`src/rtl/axi_vip_pkg.sv`:
```
// Shared AXI types and constants used by the write-channel monitor.
package axi_vip_pkg;

    typedef enum logic [1:0] {
        FIXED = 2'b00,
        INCR  = 2'b01,
        WRAP  = 2'b10
    } burst_e;

    typedef enum logic [1:0] {
        OKAY   = 2'b00,
        EXOKAY = 2'b01,
        SLVERR = 2'b10,
        DECERR = 2'b11
    } resp_e;

    localparam int MAX_BEATS = 256;

    // WRAP bursts are only legal with 2, 4, 8 or 16 beats.
    function automatic logic wrap_len_ok(input logic [7:0] len);
        return (len == 8'd1) || (len == 8'd3) || (len == 8'd7) || (len == 8'd15);
    endfunction

endpackage

```
`src/rtl/axi_mon_fifo.sv`:
```
// Small synchronous FIFO holding burst lengths; a push into a full queue is
// accepted only when a pop happens in the same cycle.
module axi_mon_fifo #(
    parameter int WIDTH = 9,
    parameter int DEPTH = 4
) (
    input  logic                     clk,
    input  logic                     rst_n,
    input  logic                     push,
    input  logic [WIDTH-1:0]         wdata,
    input  logic                     pop,
    output logic [WIDTH-1:0]         rdata,
    output logic                     full,
    output logic                     empty,
    output logic [$clog2(DEPTH):0]   count
);

    localparam int PTR_W = $clog2(DEPTH);
    localparam int CNT_W = PTR_W + 1;

    logic [WIDTH-1:0] mem [DEPTH];
    logic [PTR_W-1:0] wr_ptr;
    logic [PTR_W-1:0] rd_ptr;
    logic             do_push;
    logic             do_pop;

    assign full    = (count == CNT_W'(DEPTH));
    assign empty   = (count == '0);
    assign do_pop  = pop && !empty;
    assign do_push = push && (!full || do_pop);
    assign rdata   = mem[rd_ptr];

    // NOTE: storage has no reset; only pointers and count need defined values.
    always_ff @(posedge clk) begin
        if (do_push) begin
            mem[wr_ptr] <= wdata;
        end
    end

    always_ff @(posedge clk) begin
        if (!rst_n) begin
            wr_ptr <= '0;
            rd_ptr <= '0;
            count  <= '0;
        end else begin
            if (do_push) wr_ptr <= wr_ptr + 1'b1;
            if (do_pop)  rd_ptr <= rd_ptr + 1'b1;
            case ({do_push, do_pop})
                2'b10:   count <= count + 1'b1;
                2'b01:   count <= count - 1'b1;
                default: count <= count;
            endcase
        end
    end

endmodule

```
`src/rtl/axi_wr_monitor.sv`:
```
// Passive AXI write-channel monitor: pairs AW lengths with observed W burst
// lengths, checks B ordering/response, and reports one-cycle error pulses.
module axi_wr_monitor
    import axi_vip_pkg::*;
#(
    parameter int ADDR_W = 16,
    parameter int DATA_W = 32,
    parameter int DEPTH  = 4
) (
    input  logic                      CLK,
    input  logic                      RESET,
    input  logic [ADDR_W-1:0]         AWADDR,
    input  logic [7:0]                AWLEN,
    input  logic [2:0]                AWSIZE,
    input  logic [1:0]                AWBURST,
    input  logic                      AWVALID,
    input  logic                      AWREADY,
    input  logic [DATA_W-1:0]         WDATA,
    input  logic                      WLAST,
    input  logic                      WVALID,
    input  logic                      WREADY,
    input  logic [1:0]                BRESP,
    input  logic                      BVALID,
    input  logic                      BREADY,
    output logic                      err_len,
    output logic                      err_wlast_missing,
    output logic                      err_overflow,
    output logic                      err_b_early,
    output logic                      err_size,
    output logic                      err_resp,
    output logic                      err_sticky,
    output logic [15:0]               txn_count,
    output logic [$clog2(DEPTH):0]    outstanding
);

    localparam int       OUT_W    = $clog2(DEPTH) + 1;
    localparam logic [2:0] SIZE_MAX = 3'($clog2(DATA_W / 8));
    localparam logic [8:0] LAST_BEAT = 9'(MAX_BEATS - 1);

    logic aw_hs, w_beat, b_hs;
    assign aw_hs  = AWVALID && AWREADY;
    assign w_beat = WVALID && WREADY;
    assign b_hs   = BVALID && BREADY;

    logic [8:0] beat_cnt;
    logic [8:0] aw_len_ext;
    logic       w_push;
    logic [8:0] w_len;
    assign aw_len_ext = {1'b0, AWLEN} + 9'd1;
    assign w_push     = w_beat && (WLAST || beat_cnt == LAST_BEAT);
    assign w_len      = beat_cnt + 9'd1;

    logic [8:0]   aw_head, w_head;
    logic         aw_full, aw_empty, w_full, w_empty;
    logic [OUT_W-1:0] aw_count_unused, w_count_unused;
    logic         do_cmp;
    assign do_cmp = !aw_empty && !w_empty;

    axi_mon_fifo #(.WIDTH(9), .DEPTH(DEPTH)) u_aw_q (
        .clk   (CLK),
        .rst_n (RESET),
        .push  (aw_hs),
        .wdata (aw_len_ext),
        .pop   (do_cmp),
        .rdata (aw_head),
        .full  (aw_full),
        .empty (aw_empty),
        .count (aw_count_unused)
    );

    axi_mon_fifo #(.WIDTH(9), .DEPTH(DEPTH)) u_w_q (
        .clk   (CLK),
        .rst_n (RESET),
        .push  (w_push),
        .wdata (w_len),
        .pop   (do_cmp),
        .rdata (w_head),
        .full  (w_full),
        .empty (w_empty),
        .count (w_count_unused)
    );

    // A full queue still takes the push when the compare pops it this cycle.
    logic aw_drop, w_drop, aw_accept;
    assign aw_drop   = aw_hs  && aw_full && !do_cmp;
    assign w_drop    = w_push && w_full  && !do_cmp;
    assign aw_accept = aw_hs  && !aw_drop;

    logic [4:0] matched;
    logic       b_ok;
    assign b_ok = b_hs && (matched != 5'd0);

    logic len_d, wlast_d, ovf_d, early_d, size_d, resp_d;
    assign len_d   = do_cmp && (aw_head != w_head);
    assign wlast_d = w_beat && !WLAST && (beat_cnt == LAST_BEAT);
    assign ovf_d   = aw_drop || w_drop;
    assign early_d = b_hs && (matched == 5'd0);
    assign size_d  = aw_hs && ((AWSIZE > SIZE_MAX) ||
                               (burst_e'(AWBURST) == WRAP && !wrap_len_ok(AWLEN)));
    assign resp_d  = b_hs && (resp_e'(BRESP) != OKAY);

    logic unused_inputs;
    assign unused_inputs = ^{AWADDR, WDATA};

    always_ff @(posedge CLK) begin
        if (!RESET) begin
            beat_cnt          <= '0;
            matched           <= '0;
            txn_count         <= '0;
            outstanding       <= '0;
            err_len           <= 1'b0;
            err_wlast_missing <= 1'b0;
            err_overflow      <= 1'b0;
            err_b_early       <= 1'b0;
            err_size          <= 1'b0;
            err_resp          <= 1'b0;
            err_sticky        <= 1'b0;
        end else begin
            if (w_push)      beat_cnt <= '0;
            else if (w_beat) beat_cnt <= beat_cnt + 9'd1;

            case ({do_cmp, b_ok})
                2'b10:   matched <= matched + 5'd1;
                2'b01:   matched <= matched - 5'd1;
                default: matched <= matched;
            endcase

            if (b_ok) txn_count <= txn_count + 16'd1;

            if (aw_accept && !b_ok && outstanding != OUT_W'(DEPTH))
                outstanding <= outstanding + 1'b1;
            else if (b_ok && !aw_accept && outstanding != '0)
                outstanding <= outstanding - 1'b1;

            err_len           <= len_d;
            err_wlast_missing <= wlast_d;
            err_overflow      <= ovf_d;
            err_b_early       <= early_d;
            err_size          <= size_d;
            err_resp          <= resp_d;
            err_sticky        <= err_sticky | len_d | wlast_d | ovf_d |
                                 early_d | size_d | resp_d;
        end
    end

endmodule

```
`config.mk`:
```
export PLATFORM = sky130hd
export DESIGN_NAME = axi_wr_monitor
export DESIGN_NICKNAME = d
export VERILOG_FILES = /design/src/rtl/axi_vip_pkg.sv /design/src/rtl/axi_mon_fifo.sv /design/src/rtl/axi_wr_monitor.sv
export SDC_FILE = /design/constraint.sdc
export NUM_CORES = 1
export LEC_CHECK = 0
export CORE_MARGIN = 2
export CORE_UTILIZATION = 48
export CTS_CLUSTER_SIZE = 10
export DETAILED_ROUTE_END_ITERATION = 8
export HOLD_SLACK_MARGIN = 0.03
export PLACE_DENSITY = 0.8
export SLEW_MARGIN = 30
export SYNTH_ARGS = -nofsm -noshare
export SYNTH_HDL_FRONTEND = slang
export SYNTH_SLANG_ARGS = --single-unit
```
`constraint.sdc`:
```
create_clock -name CLK -period 3 [get_ports CLK]
set_clock_uncertainty 0.2 [all_clocks]
set_input_delay 0.3 -clock CLK [delete_from_list [all_inputs] [get_ports CLK]]
set_output_delay 0.3 -clock CLK [all_outputs]
set_load 0.005 [all_outputs]
```
Yosys cells after proc, flatten, opt, wreduce, memory -nomap -nowiden --
Memories as Yosys holds them, arrays and structs flattened. A register that Yosys moved wholly into a read port is not among the register bits. Cells that the tools add are included.
Storage, ports and cells: register bits 54, bits in latches 0, bits in writable memories 72, memory bits (read-only) 0, input port bits 72, word-level logic and storage cells 126, memories 2
Memories:
- u_aw_q.mem | depth 4, bits a word 9, rd ports 1, clocked after memory_dff 1, wr ports 1, RTL line axi_mon_fifo.sv:21 | logic [WIDTH-1:0] mem [DEPTH];
- u_w_q.mem | depth 4, bits a word 9, rd ports 1, clocked after memory_dff 1, wr ports 1, RTL line axi_mon_fifo.sv:21
Cells by class: add/sub/neg operators 15, multiply operators 0, divide/modulo/power cells 0, $lt $le $gt $ge 1, eq/ne operators 16, shifts and indexed selects 0, muxes and demuxes 13, bitwise logic cells 7, reductions and logical operators 55
Operator list (number):
- logical AND 1 bit | 26
- adder 16 x 1 -> 16 bit, second input constant | 1
- case mux 3 bit (2 select lines) | 2
- zero test 1 bit | 10
- case mux 5 bit (2 select lines) | 1
- nonzero test 2 bit | 5
- adder 3 x 1 -> 3 bit, second input constant | 3
- adder 8 x 1 -> 9 bit, second input constant | 1
- adder 9 x 1 -> 9 bit, second input constant | 1
- == test 9 x 8 -> 1 bit, second input constant | 1
- != test 9 bit | 1
- subtractor 3 x 1 -> 3 bit, second input constant | 3
- adder 2 x 1 -> 2 bit, second input constant | 4
- == test 2 bit, second input constant | 4
- == test 8 x 1 -> 1 bit, second input constant | 1
- == test 8 x 2 -> 1 bit, second input constant | 1
- == test 8 x 3 -> 1 bit, second input constant | 1
- == test 8 x 4 -> 1 bit, second input constant | 1
- logical OR 1 bit | 8
- two-way mux 2 bit | 4
- == test 2 x 1 -> 1 bit, second input constant | 3
- == test 3 bit, second input constant | 2
- zero test 3 bit | 2
- two-way mux 3 bit | 2
- 11 further kinds | 19

Longest topological paths before layout --
Gate-level depths: netlist of run 1.
depth in word-level cells 12, mapped depth 14, depth with buffers taken out 14

Hierarchy --
Synthesis of run 1 repeated with hierarchy kept, for this count alone.
Second synthesis, totals: cells, all modules 487, area total of the unflattened synthesis 5987.0 µm²
By module, submodules not included:
- axi_wr_monitor | times used 1, cells an instance 279, area each 2348.5 µm²
- axi_mon_fifo (u_aw_q) | times used 1, cells an instance 107, area each 1850.5 µm²
- axi_mon_fifo (u_w_q) | times used 1, cells an instance 101, area each 1788.0 µm²

Worst setup path before layout of run 1 --
Ideal clock, no wire load.
path kind flip-flop to flip-flop, start reg beat_cnt[0], end reg u_w_q.count[2], library setup time 0.070 ns, arrival time 2.736 ns, data required time 2.730 ns, slack -0.006 ns, cell stages (with the launch flop) 15, buffers on the path 0, cell sequence dfxtp_1 > ha_1 > nand3_1 > nor2_1 > and3_1 > ha_1 > o211ai_1 > a31oi_1 > inv_1 > ha_1 > inv_1 > fa_1 > xor2_1 > or3_1 > a21oi_1
Between the ends: longest elaborated chain between the ends 6, elaborated cells on any way between the ends 8
RTL lines:
- from (decl) | RTL line axi_wr_monitor.sv:45 | logic [8:0] beat_cnt;
- from (signal assigned) | RTL line axi_wr_monitor.sv:120 | else if (w_beat) beat_cnt <= beat_cnt + 9'd1;
- == test 9 x 8 -> 1 bit * | RTL line axi_wr_monitor.sv:50 | assign w_push = w_beat && (WLAST || beat_cnt == LAST_BEAT);
- logical OR 1 bit * | RTL line axi_wr_monitor.sv:50
- logical AND 1 bit * | RTL line axi_wr_monitor.sv:50
- logical AND 1 bit * | RTL line axi_mon_fifo.sv:30 | assign do_push = push && (!full || do_pop);
- == test 2 x 1 -> 1 bit or == test 2 bit (tied branches) | RTL line axi_mon_fifo.sv:48 | case ({do_push, do_pop})
- case mux 3 bit (2 select lines) or nonzero test 2 bit (tied branches)
- to (signal assigned) | RTL line axi_mon_fifo.sv:49 | 2'b10: count <= count + 1'b1;
- to (signal assigned) | RTL line axi_mon_fifo.sv:50 | 2'b01: count <= count - 1'b1;
- to (signal assigned) | RTL line axi_mon_fifo.sv:51 | default: count <= count;
- to (decl) | RTL line axi_mon_fifo.sv:15 | output logic [$clog2(DEPTH):0] count
Every way passes the cells marked *; elsewhere a longest branch is shown, timed or not. A chain may end at the register's enable or synchronous reset.

Worst setup path in the final report of run 1 --
start reg matched[3], end reg matched[4]
Between the ends: longest elaborated chain between the ends 4, elaborated cells on any way between the ends 8
RTL lines:
- from (decl) | RTL line axi_wr_monitor.sv:89 | logic [4:0] matched;
- from (signal assigned) | RTL line axi_wr_monitor.sv:123 | 2'b10: matched <= matched + 5'd1;
- from (signal assigned) | RTL line axi_wr_monitor.sv:124 | 2'b01: matched <= matched - 5'd1;
- from (signal assigned) | RTL line axi_wr_monitor.sv:125 | default: matched <= matched;
- parallel branches: the longest is 4 deep, another holds subtractor 5 x 1 -> 5 bit
Several ways; the timed one is not identified.

==> results of run 1 <==
-- worst min-delay path by stage --
| stage | endpoint | cells after the start | startpoint | slack [ns] |
|---|---|---|---|---|
| after global placement | beat_cnt[1] | 2 | beat_cnt[1] | 0.26 |
| after detailed placement | beat_cnt[1] | 2 | beat_cnt[1] | 0.28 |
| final | err_resp | 3 | BRESP[0] | 0.29 |
| after CTS | err_resp | 3 | BRESP[0] | 0.28 |
| after global routing | err_resp | 3 | BRESP[0] | 0.31 |
| after floorplan | err_size | 1 | RESET | 0.22 |
-- metrics by stage --
step	worst slack, ns	util, %
2_1_floorplan	0.00381	-
3_3_place_gp	-0.0681	56.6
3_5_place_dp	-0.203	56.6
4_1_cts	0.0256	61.9
5_1_grt	-0.0355	62.4
6_report	0.110	62.4
-- cell families (layout without fill, tap and decap cells) --
logic type	Yosys count	after routing	share of synthesized area, %
and+or+nand+nor	143	143	12.0
DFF	130	130	57.8
xor gates and xnor gates	54	54	8.22
AOI/OAI and AO/OA	50	50	5.33
buffers and inverters	43	141	3.44
adders and majority gates	23	23	5.53
muxes	19	19	7.68
-- cell usage in the layout, fill, tap and decap left out, drive strengths merged, types with 5 or more instances in the layout --
cell type / n
edfxtp: 72
dfxtp: 58
nor2: 53
clkdlybuf4s50: 49
inv: 39
xor2: 30
buf: 29
nand2: 24
xnor2: 24
a21oi: 22
ha: 19
mux4: 18
clkbuf: 17
nand3: 13
and2: 11
nor3: 10
o21ai: 9
or3: 6
and3: 5
nor4: 5
-- worst min-delay path, cell delays in order --
cell and delay, ns:
clkdlybuf4s50_1 0.40, nor2_1 0.09, nor2_1 0.07
-- sequential cells by signal, summed over array words and instances, names as in the netlist, named ones only --
register / flops
u_w_q.rd_ptr: 2
err_len: 1
err_b_early: 1
beat_cnt: 9
outstanding: 3
err_size: 1
err_sticky: 1
err_overflow: 1
u_w_q.wr_ptr: 2
u_aw_q.wr_ptr: 2
u_aw_q.rd_ptr: 2
matched: 5
u_w_q.mem: 36
u_aw_q.count: 3
u_w_q.count: 3
err_wlast_missing: 1
err_resp: 1
txn_count: 16
u_aw_q.mem: 36
-- power breakdown --
| group | switching, mW | internal [mW] | leakage [nW] |
|---|---|---|---|
| clock network | 0.856 | 1.18 | 0.282 |
| registers | 0.0360 | 1.92 | 1.13 |
| logic | 0.163 | 0.169 | 1.14 |
-- metal layers --
metal	GRT usage (%)	vias up	part of all wire, %
li1	-	1829	-
met1	22.8	1840	41
met2	34.2	100	53
met3	6.48	8	5.2
met4	5.53	0	0.57
met5	0	-	0
-- layout make-up --
type	instances	area [um2]	share of cell area (%)
clock inverter	15	164	2.27
inverter	31	116	1.61
timing repair buffer	78	708	9.81
multi-input combinational	289	2300	31.9
tap	143	179	2.48
sequential	130	3330	46.1
clock buffer	17	425	5.89
-- what timing repair did --
action	4_1_cts	5_1_grt
setup buffers	1	2
setup endpoints to repair	2	3
gates resized for setup	5	12
hold buffers	0	0
pin swaps	2	6
==> out/metrics.csv, run 1 <==
metric;value;unit
status;finished, final reports clean;
Reg2Reg Setup Slack;0.11;ns
ys async rst share;0;%
Data required, critical path;3.15;ns
Worst Path Max Fanout;4;
CTS max path bufs;2;
number of nets in the layout;642;
Slew Viols, Final;0;
FF+latch count, synth;130;
Routed Antenna Nets;0;
Clock Sinks;130;
final instance area;7220;um2
CP endpoint;matched[4];
Final Cycle Share;96.3;%
number of synthesized flops with an enable pin;72;
initial core utilization;49.7;%
# Max-Cap Violations;0;
Max IR drop VDD;0.000341;V
initial antenna violation count;0;
Cell variety after synth;48;
cells after synthesis;462;
max_slew headroom;66.1;%
wire length per cell;16.8;um
Reg-to-Reg End;matched[4];
worst path cell trace;nor4_4 -> a21o_1 -> clkinv_1 -> ha_2 -> ha_1 -> nor2b_2 -> o21ai_2 -> a21oi_1 -> or4_1 -> a21oi_1;
CP max stage delay;0.49;ns
CTS tree;done;
most frequent cells after synthesis;72 x edfxtp_1, 58 x dfxtp_1, 53 x nor2_1;
Rows;39;
chip height;113;um
final WL;11800;um
Final min period;2.89;ns
die area;12900;um2
I/O pin count;98;
largest net degree at the start of global routing;25;
cell count along the critical path;10;
H-Tree Depth;4;
Finished Layout Cells;703;
crit start category;register;
crit path kind;register to register;
RSZ-0062 raised after global routing;true;
Clk pin slew, worst setup/hold paths;0.06;ns
Buf/Inv on CP;1;
Cell Area, Placed;6540;um2
layout cells sized above 1;16.4;%
Setup Total Neg Slack;0;ns
drt via density;5.37;
Reg2Reg Launch Point;matched[3];
area leader, netlist;edfxtp_1;
worst hold slack;0.290;ns
pwr dens;599;nW/um2
Slowest-stage cell, CP;or4_1;
clk_lat worst skew;0.42;ns
WP data arrival;3.04;ns
antenna cells;0;
sequential-to-total area share from yosys stat;57.8;%
ys flop type;edfxtp_1;
top-count cell post-synth;edfxtp_1;
Placed Instances;668;
FMAX;346;MHz
# fillers;833;
power consumption;4.32;mW
LEAKAGE;2.56;nW
DP HPWL;7920;um
Core Box Area;11600;um2
Crit path top cell by count;a21oi_1;
root buf cell;clkbuf_16;
total number of vias;3777;
Area Growth Syn to Fin;25.5;%
worst hold path type;input port to register;
RD Place Congestion;0.762;
# DRC;0;
Total Routing Usage GR;19.4;%
drt initial violations;158;
Slew @ Worst Pin;0.509;ns
Ys Warns;0;
Inserted Clock Buffers;17;
synth top area cells;edfxtp_1 38%, dfxtp_1 20%, xor2_1 4.6%;
critical path startpoint;matched[3];
syn nets;557;
setup violators final;0;
gr ovfl total;0;
drt first pass iters;4;
Largest delay share family, worst path;simple AND/OR/NAND/NOR gates;
Die W;113;um
Final Hold Viols;0;
vias in the first global route;3874;
Synth top area share;37.6;%
global-route wire length before repair;19000;um
Critical Path Sink Type;register;
Worst Reg-to-Reg Cells;10;
Mapped Avg Cell Area;12.4;um2
Mapped Area;5750;um2
port bufs;49;
(Power assumes the default switching activity.)
==> inputs of run 2 (changes only) <==
- ABC_AREA: default -> 1
- CORE_UTILIZATION: 48 -> 49
- PLACE_DENSITY: 0.8 -> 0.81
- clock period: 3 -> 2.6 ns (I/O delays scaled with it)
==> out/metrics.csv, run 2 <==
metric;value;unit
status;finished, final reports clean;
Final Cycle Share;98.1;%
drt first pass iters;5;
initial core utilization;49.7;%
total number of vias;4902;
Worst Path Max Fanout;3;
largest net degree at the start of global routing;24;
worst path cell trace;ha_4 -> nand3_2 -> nor4_4 -> ha_2 -> o21ai_2 -> inv_2 -> nand2_2 -> ha_1 -> inv_2 -> fa_2 -> nor2_2 -> a21oi_1 -> nor2_1;
Max IR drop VDD;0.000414;V
sequential-to-total area share from yosys stat;53.6;%
gr ovfl total;0;
Slew @ Worst Pin;0.477;ns
CTS tree;done;
Final min period;2.55;ns
# fillers;1000;
initial antenna violation count;0;
H-Tree Depth;4;
die area;13600;um2
Clk pin slew, worst setup/hold paths;0.06;ns
power consumption;5.63;mW
Inserted Clock Buffers;17;
most frequent cells after synthesis;185 x nand2_1, 85 x inv_1, 72 x edfxtp_1;
antenna cells;0;
final WL;13400;um
largest registers in the final layout;u_aw_q.mem (36), u_w_q.mem (36), txn_count (16);
most frequent cells in the layout;185 x nand2_1, 83 x inv_1, 72 x edfxtp_1;
crit path kind;register to register;
chip height;116;um
Finished Layout Cells;964;
I/O pin count;98;
FF+latch count, synth;130;
pwr dens;732;nW/um2
setup violators final;0;
drt initial violations;280;
number of nets in the layout;874;
# DRC;0;
syn nets;795;
worst hold slack;0.266;ns
Critical Path Sink Type;register;
layout cells sized above 1;11.2;%
number of synthesized flops with an enable pin;72;
Clock Sinks;130;
cells after synthesis;700;
port bufs;49;
multi-input logic area;2450;um2
worst hold path type;register to register;
Ys Warns;0;
max_slew headroom;67.9;%
Synth top area share;34.9;%
top-count cell post-synth;nand2_1;
drt via density;5.09;
synth top area cells;edfxtp_1 35%, dfxtp_1 19%, nand2_1 11%;
Rows;41;
ys flop type;edfxtp_1;
Slowest-stage cell, CP;fa_2;
crit start category;register;
CTS Hold Bufs;0;
register area;3330;um2
DP HPWL;8430;um
Core Box Area;12500;um2
ys async rst share;0;%
WP data arrival;2.70;ns
Mapped Avg Cell Area;8.85;um2
LEAKAGE;3.14;nW
CTS max path bufs;2;
vias in the first global route;4750;
commonest non-fill, non-tap cell in the layout;nand2_1;
Area Growth Syn to Fin;24.1;%
CP max stage delay;0.43;ns
Placed Instances;931;
Crit path top cell by count;inv_2;
Slew Viols, Final;0;
FMAX;392;MHz
Final Hold Viols;0;
Cell variety after synth;37;
Total Routing Usage GR;21.0;%
# Max-Cap Violations;0;
Data required, critical path;2.75;ns
global-route wire length before repair;21600;um
Routed Antenna Nets;0;
Die W;116;um
area leader, netlist;edfxtp_1;
clk_lat worst skew;0.41;ns
Mapped Area;6200;um2
root buf cell;clkbuf_16;
wire length per cell;13.9;um
final core occ;61.7;%
RD Place Congestion;0.823;
## run 2: worst paths after layout
check | startpoint | end | slack (ns) | cells after the start
worst max register to register | beat_cnt[1] | u_w_q.count[1] | 0.05 | 13
worst max-delay path | beat_cnt[1] | u_w_q.count[1] | 0.05 | 13
worst min register to register | u_aw_q.rd_ptr[1] | u_aw_q.rd_ptr[1] | 0.27 | 2
worst min-delay path | u_aw_q.rd_ptr[1] | u_aw_q.rd_ptr[1] | 0.27 | 2
## run 2: logic make-up (layout without fill, tap and decap cells)
family,Yosys count,count (layout),synth area share (%)
AOI/OAI and AO/OA,83,83,6.95
xor gates and xnor gates,25,25,3.53
adders and majority gates,23,23,5.13
buffers and inverters,110,202,7.61
DFF,130,130,53.6
and+or+nand+nor,329,329,23.2
## run 2: per-layer routing
layer / global-route usage, % / share of wire, % / routed length (um)
met5: 0 / 0 / 0
met3: 5.29 / 5.9 / 786
met4: 11.2 / 3.7 / 492
met2: 36.4 / 50 / 6700
met1: 23.8 / 40 / 5390
## run 2: where the power goes
| group | internal [mW] | switching (mW) |
|---|---|---|
| Clock | 1.72 | 0.925 |
| Combinational | 0.275 | 0.403 |
| Sequential | 2.25 | 0.0591 |
## run 2: critical path: cells and delay by family (launching register included)
kind                     cells  cell delay (ns)
flip-flops                   1             0.36
AO/OA/AOI/OAI                2             0.12
adder cells (fa/ha/maj)      4             1.00
AND/OR/NAND/NOR              5             0.66
buffers and inverters        2             0.14
## run 2: cell type report
type	count	share of cell area (%)
clock buffers	18	5.58
clock inverters	14	2.94
inverters	94	4.62
multi-input cells	460	31.8
flip-flops and latches	130	43.2
well taps	172	2.80
repair buffers	76	9.01
## run 2: repair_timing
action	in CTS	in global routing
pin swaps	0	3
resized for setup	1	15
buffers inserted	0	1
setup endpoints to repair	1	3
## run 2: through the flow
step	instance area (um2)	setup slack (ns)	TNS, ns
5_1_grt	7690	-0.0785	-0.0867
4_1_cts	7640	0.0000375	0
6_report	7690	0.0494	0
3_5_place_dp	6980	0.00316	0
2_1_floorplan	6200	0.0488	0
3_3_place_gp	6980	0.0323	0
==> inputs of run 3 (changes only) <==
- ABC_CLOCK_PERIOD_IN_PS: default -> 2600
- CTS_CLUSTER_DIAMETER: default -> 120
==> results of run 3 <==
No change in the layout: final DEF, timing and power equal those of run 2.
